===== config.mk =====
export PLATFORM = sky130hd
export DESIGN_NAME = mod_updown_counter_flat
export DESIGN_NICKNAME = d
export VERILOG_FILES = /design/src/rtl/mod_updown_counter_if.sv /design/src/rtl/mod_updown_counter.sv /design/src/flat_wrapper.sv
export SDC_FILE = /design/constraint.sdc
export NUM_CORES = 1
export LEC_CHECK = 0
export ABC_AREA = 0
export ABC_CLOCK_PERIOD_IN_PS = 2400
export BUFFER_PORTS_ARGS = -buffer_cell sky130_fd_sc_hd__buf_2
export CORE_AREA = 4 4 65 67
export DETAILED_ROUTE_END_ITERATION = 16
export DIE_AREA = 0 0 69 71
export PLACE_DENSITY = 0.86
export SYNTH_ARGS = -nofsm -noshare
export SYNTH_HDL_FRONTEND = slang
export SYNTH_SLANG_ARGS = --single-unit
export TNS_END_PERCENT = 10

===== constraint.sdc =====
create_clock -name clk -period 2.4 [get_ports clk]
set_input_delay 0.48 -clock clk [delete_from_list [all_inputs] [get_ports clk]]
set_output_delay 0.48 -clock clk [all_outputs]
set_load 0.005 [all_outputs]

===== src/rtl/mod_updown_counter_if.sv =====
// mod_updown_counter_if
//   Control/status bundle for mod_updown_counter.
//   master : driver of the controls (cntEN, init0, load, loadVal, modulus,
//            dir, sat, prescale), observer of the counter outputs.
//   slave  : the counter itself (drives cntOUT, tcOUT, carryOUT, borrowOUT).
//   clk and rst are not part of the bundle; they stay plain ports.
interface mod_updown_counter_if #(
  parameter int unsigned W     = 10,
  parameter int unsigned PRE_W = 8
);
  logic             cntEN;
  logic             init0;
  logic             load;
  logic [W-1:0]     loadVal;
  logic [W-1:0]     modulus;
  logic             dir;
  logic             sat;
  logic [PRE_W-1:0] prescale;
  logic [W-1:0]     cntOUT;
  logic             tcOUT;
  logic             carryOUT;
  logic             borrowOUT;

  modport master (
    output cntEN, init0, load, loadVal, modulus, dir, sat, prescale,
    input  cntOUT, tcOUT, carryOUT, borrowOUT
  );

  modport slave (
    input  cntEN, init0, load, loadVal, modulus, dir, sat, prescale,
    output cntOUT, tcOUT, carryOUT, borrowOUT
  );
endinterface


===== src/rtl/mod_updown_counter.sv =====
// mod_updown_counter
//   Programmable-modulus up/down counter with parallel load, wrap or
//   saturate at the terminal value, and an optional prescaler.
//   Build option: define MODCNT_PRESCALE_EN to include the PRE_W-bit
//   prescaler; otherwise every enabled cycle is a tick and bus.prescale
//   is ignored.
// Ports
//   clk  : clock, all state changes on the rising edge
//   rst  : synchronous active-high reset, highest priority
//   bus  : mod_updown_counter_if.slave
//          in : cntEN, init0, load, loadVal, modulus, dir, sat, prescale
//          out: cntOUT (registered), tcOUT (combinational),
//               carryOUT / borrowOUT (registered one-cycle wrap pulses)
module mod_updown_counter #(
  parameter int unsigned W     = 10,
  parameter int unsigned PRE_W = 8
) (
  input  logic                  clk,
  input  logic                  rst,
  mod_updown_counter_if.slave   bus
);

  logic [W-1:0] cnt_q, cnt_d;
  logic         carry_q, carry_d;
  logic         borrow_q, borrow_d;
  logic         tick;

`ifdef MODCNT_PRESCALE_EN
  logic [PRE_W-1:0] pre_q;
  logic             pre_tc;

  // >= rather than == so a prescale value lowered below the running phase
  // ticks immediately instead of rolling through the whole register range.
  assign pre_tc = (pre_q >= bus.prescale);
  assign tick   = bus.cntEN & pre_tc;

  always_ff @(posedge clk) begin
    if (rst || bus.init0 || bus.load) begin
      pre_q <= '0;
    end else if (bus.cntEN) begin
      pre_q <= pre_tc ? '0 : pre_q + PRE_W'(1);
    end
  end
`else
  logic unused_prescale;
  assign unused_prescale = ^bus.prescale;
  assign tick            = bus.cntEN;
`endif

  // Next count for a tick. Up-counting treats anything at or above the
  // modulus as terminal, so a modulus shrunk below the count wraps/clamps
  // on the next tick; down-counting from above the modulus just decrements.
  always_comb begin
    cnt_d    = cnt_q;
    carry_d  = 1'b0;
    borrow_d = 1'b0;
    if (!bus.dir) begin
      if (cnt_q >= bus.modulus) begin
        if (bus.sat) begin
          cnt_d = bus.modulus;
        end else begin
          cnt_d   = '0;
          carry_d = 1'b1;
        end
      end else begin
        cnt_d = cnt_q + W'(1);
      end
    end else begin
      if (cnt_q == '0) begin
        if (bus.sat) begin
          cnt_d = '0;
        end else begin
          cnt_d    = bus.modulus;
          borrow_d = 1'b1;
        end
      end else begin
        cnt_d = cnt_q - W'(1);
      end
    end
  end

  always_ff @(posedge clk) begin
    if (rst || bus.init0) begin
      cnt_q    <= '0;
      carry_q  <= 1'b0;
      borrow_q <= 1'b0;
    end else if (bus.load) begin
      cnt_q    <= (bus.loadVal > bus.modulus) ? bus.modulus : bus.loadVal;
      carry_q  <= 1'b0;
      borrow_q <= 1'b0;
    end else if (tick) begin
      cnt_q    <= cnt_d;
      carry_q  <= carry_d;
      borrow_q <= borrow_d;
    end else begin
      carry_q  <= 1'b0;
      borrow_q <= 1'b0;
    end
  end

  assign bus.cntOUT    = cnt_q;
  assign bus.carryOUT  = carry_q;
  assign bus.borrowOUT = borrow_q;
  assign bus.tcOUT     = bus.dir ? (cnt_q == '0) : (cnt_q >= bus.modulus);

endmodule


===== src/flat_wrapper.sv =====
// flat-port wrapper written by rule: the top's interface ports become plain ports
module mod_updown_counter_flat 
#(
  parameter int unsigned W     = 10,
  parameter int unsigned PRE_W = 8
)
  (clk, rst, bus_cntEN, bus_init0, bus_load, bus_loadVal, bus_modulus, bus_dir, bus_sat, bus_prescale, bus_cntOUT, bus_tcOUT, bus_carryOUT, bus_borrowOUT);
  mod_updown_counter_if #(.W(W), .PRE_W(PRE_W)) bus_i ();
  input  logic clk;
  input  logic rst;
  input wire logic [$bits(bus_i.cntEN)-1:0] bus_cntEN;
  input wire logic [$bits(bus_i.init0)-1:0] bus_init0;
  input wire logic [$bits(bus_i.load)-1:0] bus_load;
  input wire logic [$bits(bus_i.loadVal)-1:0] bus_loadVal;
  input wire logic [$bits(bus_i.modulus)-1:0] bus_modulus;
  input wire logic [$bits(bus_i.dir)-1:0] bus_dir;
  input wire logic [$bits(bus_i.sat)-1:0] bus_sat;
  input wire logic [$bits(bus_i.prescale)-1:0] bus_prescale;
  output wire logic [$bits(bus_i.cntOUT)-1:0] bus_cntOUT;
  output wire logic [$bits(bus_i.tcOUT)-1:0] bus_tcOUT;
  output wire logic [$bits(bus_i.carryOUT)-1:0] bus_carryOUT;
  output wire logic [$bits(bus_i.borrowOUT)-1:0] bus_borrowOUT;
  assign bus_i.cntEN = bus_cntEN;
  assign bus_i.init0 = bus_init0;
  assign bus_i.load = bus_load;
  assign bus_i.loadVal = bus_loadVal;
  assign bus_i.modulus = bus_modulus;
  assign bus_i.dir = bus_dir;
  assign bus_i.sat = bus_sat;
  assign bus_i.prescale = bus_prescale;
  assign bus_cntOUT = bus_i.cntOUT;
  assign bus_tcOUT = bus_i.tcOUT;
  assign bus_carryOUT = bus_i.carryOUT;
  assign bus_borrowOUT = bus_i.borrowOUT;
  mod_updown_counter #(.W(W), .PRE_W(PRE_W)) u_core (.clk(clk), .rst(rst), .bus(bus_i));
endmodule

==> results of run 1 <==
## synthesized netlist by cell type (all sizes together), types with 5 or more instances
| cell | number |
|---|---|
| a21oi | 14 |
| a31oi | 8 |
| buf | 9 |
| clkbuf | 10 |
| dfxtp | 12 |
| ha | 23 |
| inv | 17 |
| mux2i | 8 |
| nand2 | 31 |
| nand3 | 14 |
| nand3b | 5 |
| nand4 | 6 |
| nor2 | 24 |
| nor3 | 7 |
| o211ai | 5 |
| o21ai | 13 |
| xnor2 | 6 |
| xor2 | 5 |
## worst register-to-register path, stage by stage, from the launching register on
cell,delay (ns)
dfxtp_1,0.33
inv_1,0.10
ha_1,0.29
nand2b_1,0.15
a211oi_2,0.25
o311a_1,0.24
buf_4,0.17
mux2_2,0.35
o211ai_1,0.11
o221a_2,0.23
## cell families (layout without fill, tap and decap cells)
logic type,count (synthesis),count (layout),share of synthesized area (%)
XOR/XNOR,11,11,5.10
adder cells (fa/ha/maj),23,23,15.2
AND/OR/NAND/NOR,104,104,27.3
multiplexers,12,12,7.22
flip-flops,12,12,12.7
AO/OA/AOI/OAI,64,64,23.8
buffers and inverters,36,98,8.61
## stage by stage
step                      instances  TNS [ns]  setup slack (ns)  util (%)
after floorplan                 262         0            0.0733         -
after global placement          366    -0.867            -0.118      63.7
after detailed placement        366     -1.27            -0.157      63.7
after CTS                       372         0            0.0879      65.7
after global routing            372   -0.0111           -0.0111      66.4
final                           372         0            0.0741      66.4
## worst max-delay path by stage
stage / from / to / slack (ns) / depth (start not counted)
after global routing: bus_modulus[7] / bus_tcOUT / -0.01 / 7
final: bus_modulus[7] / bus_tcOUT / 0.07 / 7
after CTS: u_core.bus.cntOUT[0]$_SDFFE_PP0P_ / bus_tcOUT / 0.09 / 7
after global placement: bus_modulus[9] / u_core.bus.cntOUT[1]$_SDFFE_PP0P_ / -0.12 / 10
after floorplan: u_core.bus.cntOUT[0]$_SDFFE_PP0P_ / bus_tcOUT / 0.07 / 8
after detailed placement: bus_modulus[3] / u_core.bus.cntOUT[7]$_SDFFE_PP0P_ / -0.16 / 9
## power groups by stage
stage / sequential, W / clock (W) / combinational [W]
6_report: 0.000221 / 0.000241 / 0.000510
5_1_grt: 0.000222 / 0.000248 / 0.000555
4_1_cts: 0.000220 / 0.000239 / 0.000492
3_5_place_dp: 0.000224 / 0 / 0.000476
3_3_place_gp: 0.000223 / 0 / 0.000458
2_1_floorplan: 0.000227 / 0 / 0.000310
## final cells by class
cell class | instances | share of cell area, %
Timing Repair Buffer | 77 | 19.9
Inverter | 17 | 2.65
Clock buffer | 4 | 2.28
Multi-Input combinational cell | 214 | 62.7
Sequential cell | 12 | 9.96
Tap cell | 48 | 2.49
## registers in the layout (all words and copies together), names as in the netlist
| name | cells |
|---|---|
| u_core.bus.cntOUT | 10 |
| u_core.bus.borrowOUT | 1 |
| u_core.bus.carryOUT | 1 |
## per-layer routing
layer	track usage (%)	vias to the layer above
met5	0	-
met2	44.4	147
li1	-	1069
met4	11.9	0
met3	3.55	25
met1	30.8	1049
## what timing repair did
item | 4_1_cts | 5_1_grt
setup endpoints to repair | 1 | 4
pin swaps | 2 | 0
setup buffers | 2 | 0
resized for setup | 0 | 4
==> results.tsv, run 1 <==
metric	value	unit
outcome	complete, no violations	
regArea	240	sq um
cpMostUsedCell	buf_2	
max-vdd-ir-drop	0.197	mV
ys_warn_count	0	
cts-root-buf	clkbuf_8	
r2r_end	u_core.bus.cntOUT[4]$_SDFFE_PP0P_	
synth_nets	320	
start_util	52.0	%
regToRegSetupSlack	0.12	ns
holdPathEnd	u_core.bus.borrowOUT$_SDFF_PP0_	
top_layer	met4	
async_reset_ff_share	0	%
clk_pin_slew_worst_paths	0.06	ns
design_area	0.00241	sq mm
maxSlewHeadroom	47.3	%
clock_latency	0.26	ns
wl_met2	2980	um
cp.arrival	1.85	ns
drtIter0Drc	237	
max_freq	430	MHz
dpl_cell_area	0.00232	sq mm
die_w	69	um
die_h	71	um
critPathMaxStageDelay	0.43	ns
core_area	0.00363	sq mm
grt_pass1_vias	2204	
syn_area	0.00189	sq mm
nNetsFinal	383	
startpoint_type	primary input	
layout.cells.most_common	buf_2	
worstPathRequired	1.92	ns
cts_buffer_depth	2	
cap_viol_max_count	0	
drc_errors	0	
crit_slowest_cell	o311a_1	
htreeDepth	1	
path_cells	buf_2 > inv_1 > ha_1 > nand4_1 > o311a_1 > mux2i_1 > buf_2	
rsz0062_at_grt	true	
layout_common_cells	buf_2 (39), buf_4 (38), nand2_1 (31)	
dieArea	0.00490	sq mm
slew_violations	0	
dr_wl_met3	617	um
synth_cell_types	46	
cts-buffers-inserted	3	
place_congestion	0.915	
n_fill_cell	320	
cts_tree	yes	
switching_share	39.4	%
worstMarginPinSlew	0.787	ns
port_buffers	39	
drive_gt1_share	30.2	%
dr.pass1.iters	5	
path_buf_inv	3	
yosysTopAreaCell	ha_1	
synth_cells	262	
rows	22	
drt-total-wl	6420	um
via_per_inst	6.16	
synth_top_area_share	15.2	%
dp_hpwl	4780	um
min_period	2.33	ns
synth-edff-count	0	
m1WireLength	2550	um
synth_ff_type	dfxtp_1	
hp-class	in -> reg	
fin_hold_ws	0.510	ns
grt_usage	25.4	%
cpLargestDelayFamily	compound AO/OA/AOI/OAI gates	
pwr-share-comb	52.5	%
grt_max_degree	18	
worst-path-max-fanout	3	
ant_nets	0	
r2r-start	u_core.bus.cntOUT[0]$_SDFFE_PP0P_	
min_from	bus_cntEN	
whs_path_depth	3	
antenna_cells	0	
hold_buffers	0	
io_pins	48	
cts.sinks	12	
p_seq_share	22.8	%
ys_top_cells_by_area	ha_1 (15%), dfxtp_1 (13%), nand2_1 (6.2%)	
pwr_density_cell	403	mW/mm^2
grt_pass1_wl	10200	um
worst-setup-path-type	in -> out	
vias	2290	
setup_viol	0	
grt.overflow.total	0	
synth_seq_cells	12	
clock_skew	0.00435	ns
p_int	0.000589	W
end_kind	primary output	
timing.final.crit_share	96.9	%
syn-mean-instance-area	7.21	sq um
multiInputGateArea	0.00151	sq mm
finalPower	0.000972	W
p_clk_share	24.8	%
switching_power	0.000383	W
power_leakage	1.15	nW
antenna_found_initial	0	
wire_per_inst	17.3	um
reg2regPathDepth	9	
hold_violations	0	
syn_to_final_growth	27.6	%
yosysSeqAreaShare	12.7	%
No activity file was read; power rests on OpenSTA's default activity.
==> run 2: changes to the inputs <==
--- a/config.mk
+++ b/config.mk
@@ -5,13 +5,13 @@
 export SDC_FILE = /design/constraint.sdc
 export NUM_CORES = 1
 export LEC_CHECK = 0
-export ABC_AREA = 0
 export ABC_CLOCK_PERIOD_IN_PS = 2400
 export BUFFER_PORTS_ARGS = -buffer_cell sky130_fd_sc_hd__buf_2
-export CORE_AREA = 4 4 65 67
+export CORE_AREA = 2 2 63 65
 export DETAILED_ROUTE_END_ITERATION = 16
-export DIE_AREA = 0 0 69 71
+export DIE_AREA = 0 0 65 67
 export PLACE_DENSITY = 0.86
+export RECOVER_POWER = 100
 export SYNTH_ARGS = -nofsm -noshare
 export SYNTH_HDL_FRONTEND = slang
 export SYNTH_SLANG_ARGS = --single-unit
==> run 2 against run 1 <==
Effect of this change: final area increased by 0.36%; worst setup slack got worse by 0.022 ns; critical path type is now reg -> out; sequential power about the same; global-route usage increased by 6.3 points; flip-flop and latch count unchanged; sequential share of layout area about the same; routed wire length increased by 3.3%; maximum frequency decreased by 0.94%.
==> results.tsv, run 2 (same netlist as run 1, synthesis figures left out) <==
metric	value	unit	change
clk_pin_slew_worst_paths	0.07	ns	about the same
worstMarginPinSlew	0.765	ns	-0.0216 ns
whs_path_depth	3		unchanged
die_w	65	um	-5.8%
switching_share	41.7	%	+2.3 points
tns	0	ns	unchanged
port_buffers	39		unchanged
r2r_end	u_core.bus.cntOUT[4]$_SDFFE_PP0P_		
cpLargestDelayFamily	compound AO/OA/AOI/OAI gates		
dr.pass1.iters	5		unchanged
timing.final.crit_share	97.8	%	+0.92 points
reg2regPathDepth	8		-1
antenna_cells	0		unchanged
r2r-start	u_core.bus.cntOUT[9]$_SDFFE_PP0P_		
clock_latency	0.25	ns	about the same
core_area	0.00361	sq mm	-0.76%
cap_viol_max_count	0		unchanged
setup_viol	0		unchanged
min_from	bus_loadVal[5]		
p_clk_share	21.7	%	-3.1 points
drtIter0Drc	261		+10%
worst-path-max-fanout	7		+4
startpoint_type	flip-flop		
clock_skew	0.00802	ns	+0.00367 ns
via_per_inst	6.27		+1.8%
p_int	0.000549	W	-6.7%
end_kind	primary output		
grt.overflow.total	0		unchanged
cts.sinks	12		unchanged
holdPathEnd	u_core.bus.cntOUT[5]$_SDFFE_PP0P_		
drive_gt1_share	28.5	%	-1.7 points
pwr_density_cell	390	mW/mm^2	-3.4%
instances_no_fill	374		+0.54%
pwr-share-comb	54.6	%	+2.1 points
syn_to_final_growth	28.1	%	
start_util	52.4	%	+0.40 points
largest_register_ffs	10		unchanged
dpl_cell_area	0.00235	sq mm	+1.3%
max-vdd-ir-drop	0.202	mV	+2.7%
maxSlewHeadroom	48.8	%	+1.4 points
design_area	0.00242	sq mm	+0.36%
grt_pass1_wl	10600	um	+3.6%
dp.cells	370		+1.1%
hold_violations	0		unchanged
critPathLaunch	u_core.bus.cntOUT[9]$_SDFFE_PP0P_		
pre_cts_ws	-0.223	ns	-0.0663 ns
grt_usage	31.7	%	+6.3 points
grt_pass1_vias	2217		+0.59%
regToRegSetupSlack	0.09	ns	-0.03 ns
outcome	complete, no violations		
cts-root-buf	clkbuf_8		
hold_buffers	0		unchanged
cts-buffers-inserted	3		unchanged
worstPathRequired	1.92	ns	about the same
grt_max_degree	20		+2
layout_common_cells	buf_2 (35), buf_4 (34), nand2_1 (31)		
power_leakage	1.10	nW	-4.1%
path_cells	ha_4 > a21oi_1 > o21a_1 > o311a_2 > mux2i_1 > buf_2		
min_period	2.35	ns	+0.0220 ns
path_buf_inv	1		-2
setup_ws	0.0521	ns	-0.0220 ns
htreeDepth	1		unchanged
layout.cells.most_common	buf_2		
antenna_found_initial	0		unchanged
cts_buffer_depth	2		unchanged
switching_power	0.000393	W	+2.6%
cts_tree	yes		
vias	2344		+2.4%
wire_per_inst	17.7	um	+2.8%
dp_hpwl	4810	um	+0.63%
max_freq	426	MHz	-0.94%
critPathMaxStageDelay	0.55	ns	+0.12 ns
fin_hold_ws	0.505	ns	-0.00496 ns
p_seq_share	23.7	%	+0.9 points
die_h	67	um	-5.6%
crit_slowest_cell	dfxtp_1		
nNetsFinal	386		+0.78%
drt-total-wl	6630	um	+3.3%
dieArea	0.00436	sq mm	-11%
hp-class	in -> reg		
drc_errors	0		unchanged
ant_nets	0		unchanged
cp.arrival	1.87	ns	+0.02 ns
place_congestion	0.917		+0.12%
slew_violations	0		unchanged
worst-setup-path-type	reg -> out		
io_pins	48		unchanged
rows	22		unchanged
-- run 2: what timing repair did --
item                                    in CTS  in global routing
endpoints found under the setup margin       2                 10
pin swaps                                    1                  4
setup buffers                                2                  0
gates resized for setup                      3                 11
endpoints found under the hold margin        0                  0
-- run 2: how the worst max path moves through the flow --
stage	slack, ns	cells after the start	end
after CTS	0.004	10	u_core.bus.cntOUT[1]$_SDFFE_PP0P_
after global routing	-0.03	9	u_core.bus.cntOUT[8]$_SDFFE_PP0P_
after global placement	-0.15	10	u_core.bus.cntOUT[1]$_SDFFE_PP0P_
final	0.05	6	bus_tcOUT
after floorplan	0.07	8	bus_tcOUT
after detailed placement	-0.22	9	u_core.bus.cntOUT[6]$_SDFFE_PP0P_
-- run 2: power by group through the flow --
| stage | Combinational (W) | Sequential, W | Clock, W |
|---|---|---|---|
| 4_1_cts | 0.000503 | 0.000220 | 0.000193 |
| 3_5_place_dp | 0.000488 | 0.000225 | 0 |
| 6_report | 0.000514 | 0.000224 | 0.000205 |
| 5_1_grt | 0.000559 | 0.000225 | 0.000207 |
| 3_3_place_gp | 0.000468 | 0.000224 | 0 |
| 2_1_floorplan | 0.000310 | 0.000227 | 0 |
-- run 2: layout make-up --
class | instances | area (sq um)
clock buffer | 3 | 41.3
timing repair buffer | 80 | 479
multi-input combinational | 214 | 1540
tap | 48 | 60.1
inverter | 17 | 63.8
fill | 299 | 1190
sequential | 12 | 240
-- run 2: stage by stage --
step                      util [%]  total power [W]
final                         67.1         0.000943
after global routing          67.1         0.000991
after CTS                     67.1         0.000916
after detailed placement      65.1         0.000713
after global placement        65.1         0.000692
after floorplan                  -         0.000537
-- run 2: per-layer routing --
metal  routed length, um  track usage, %
met2                3080            53.0
met3                 689            3.89
met1                2600            40.6
met4                 269            14.4
met5                   0               0
-- run 2: worst reg2reg max path, cell delays in order, from the launching register on --
cell      delay [ns]
dfxtp_1         0.55
ha_4            0.28
a21oi_1         0.21
o21a_1          0.16
o311a_2         0.22
buf_4           0.16
mux2_1          0.36
o211ai_1        0.11
o221a_2         0.21
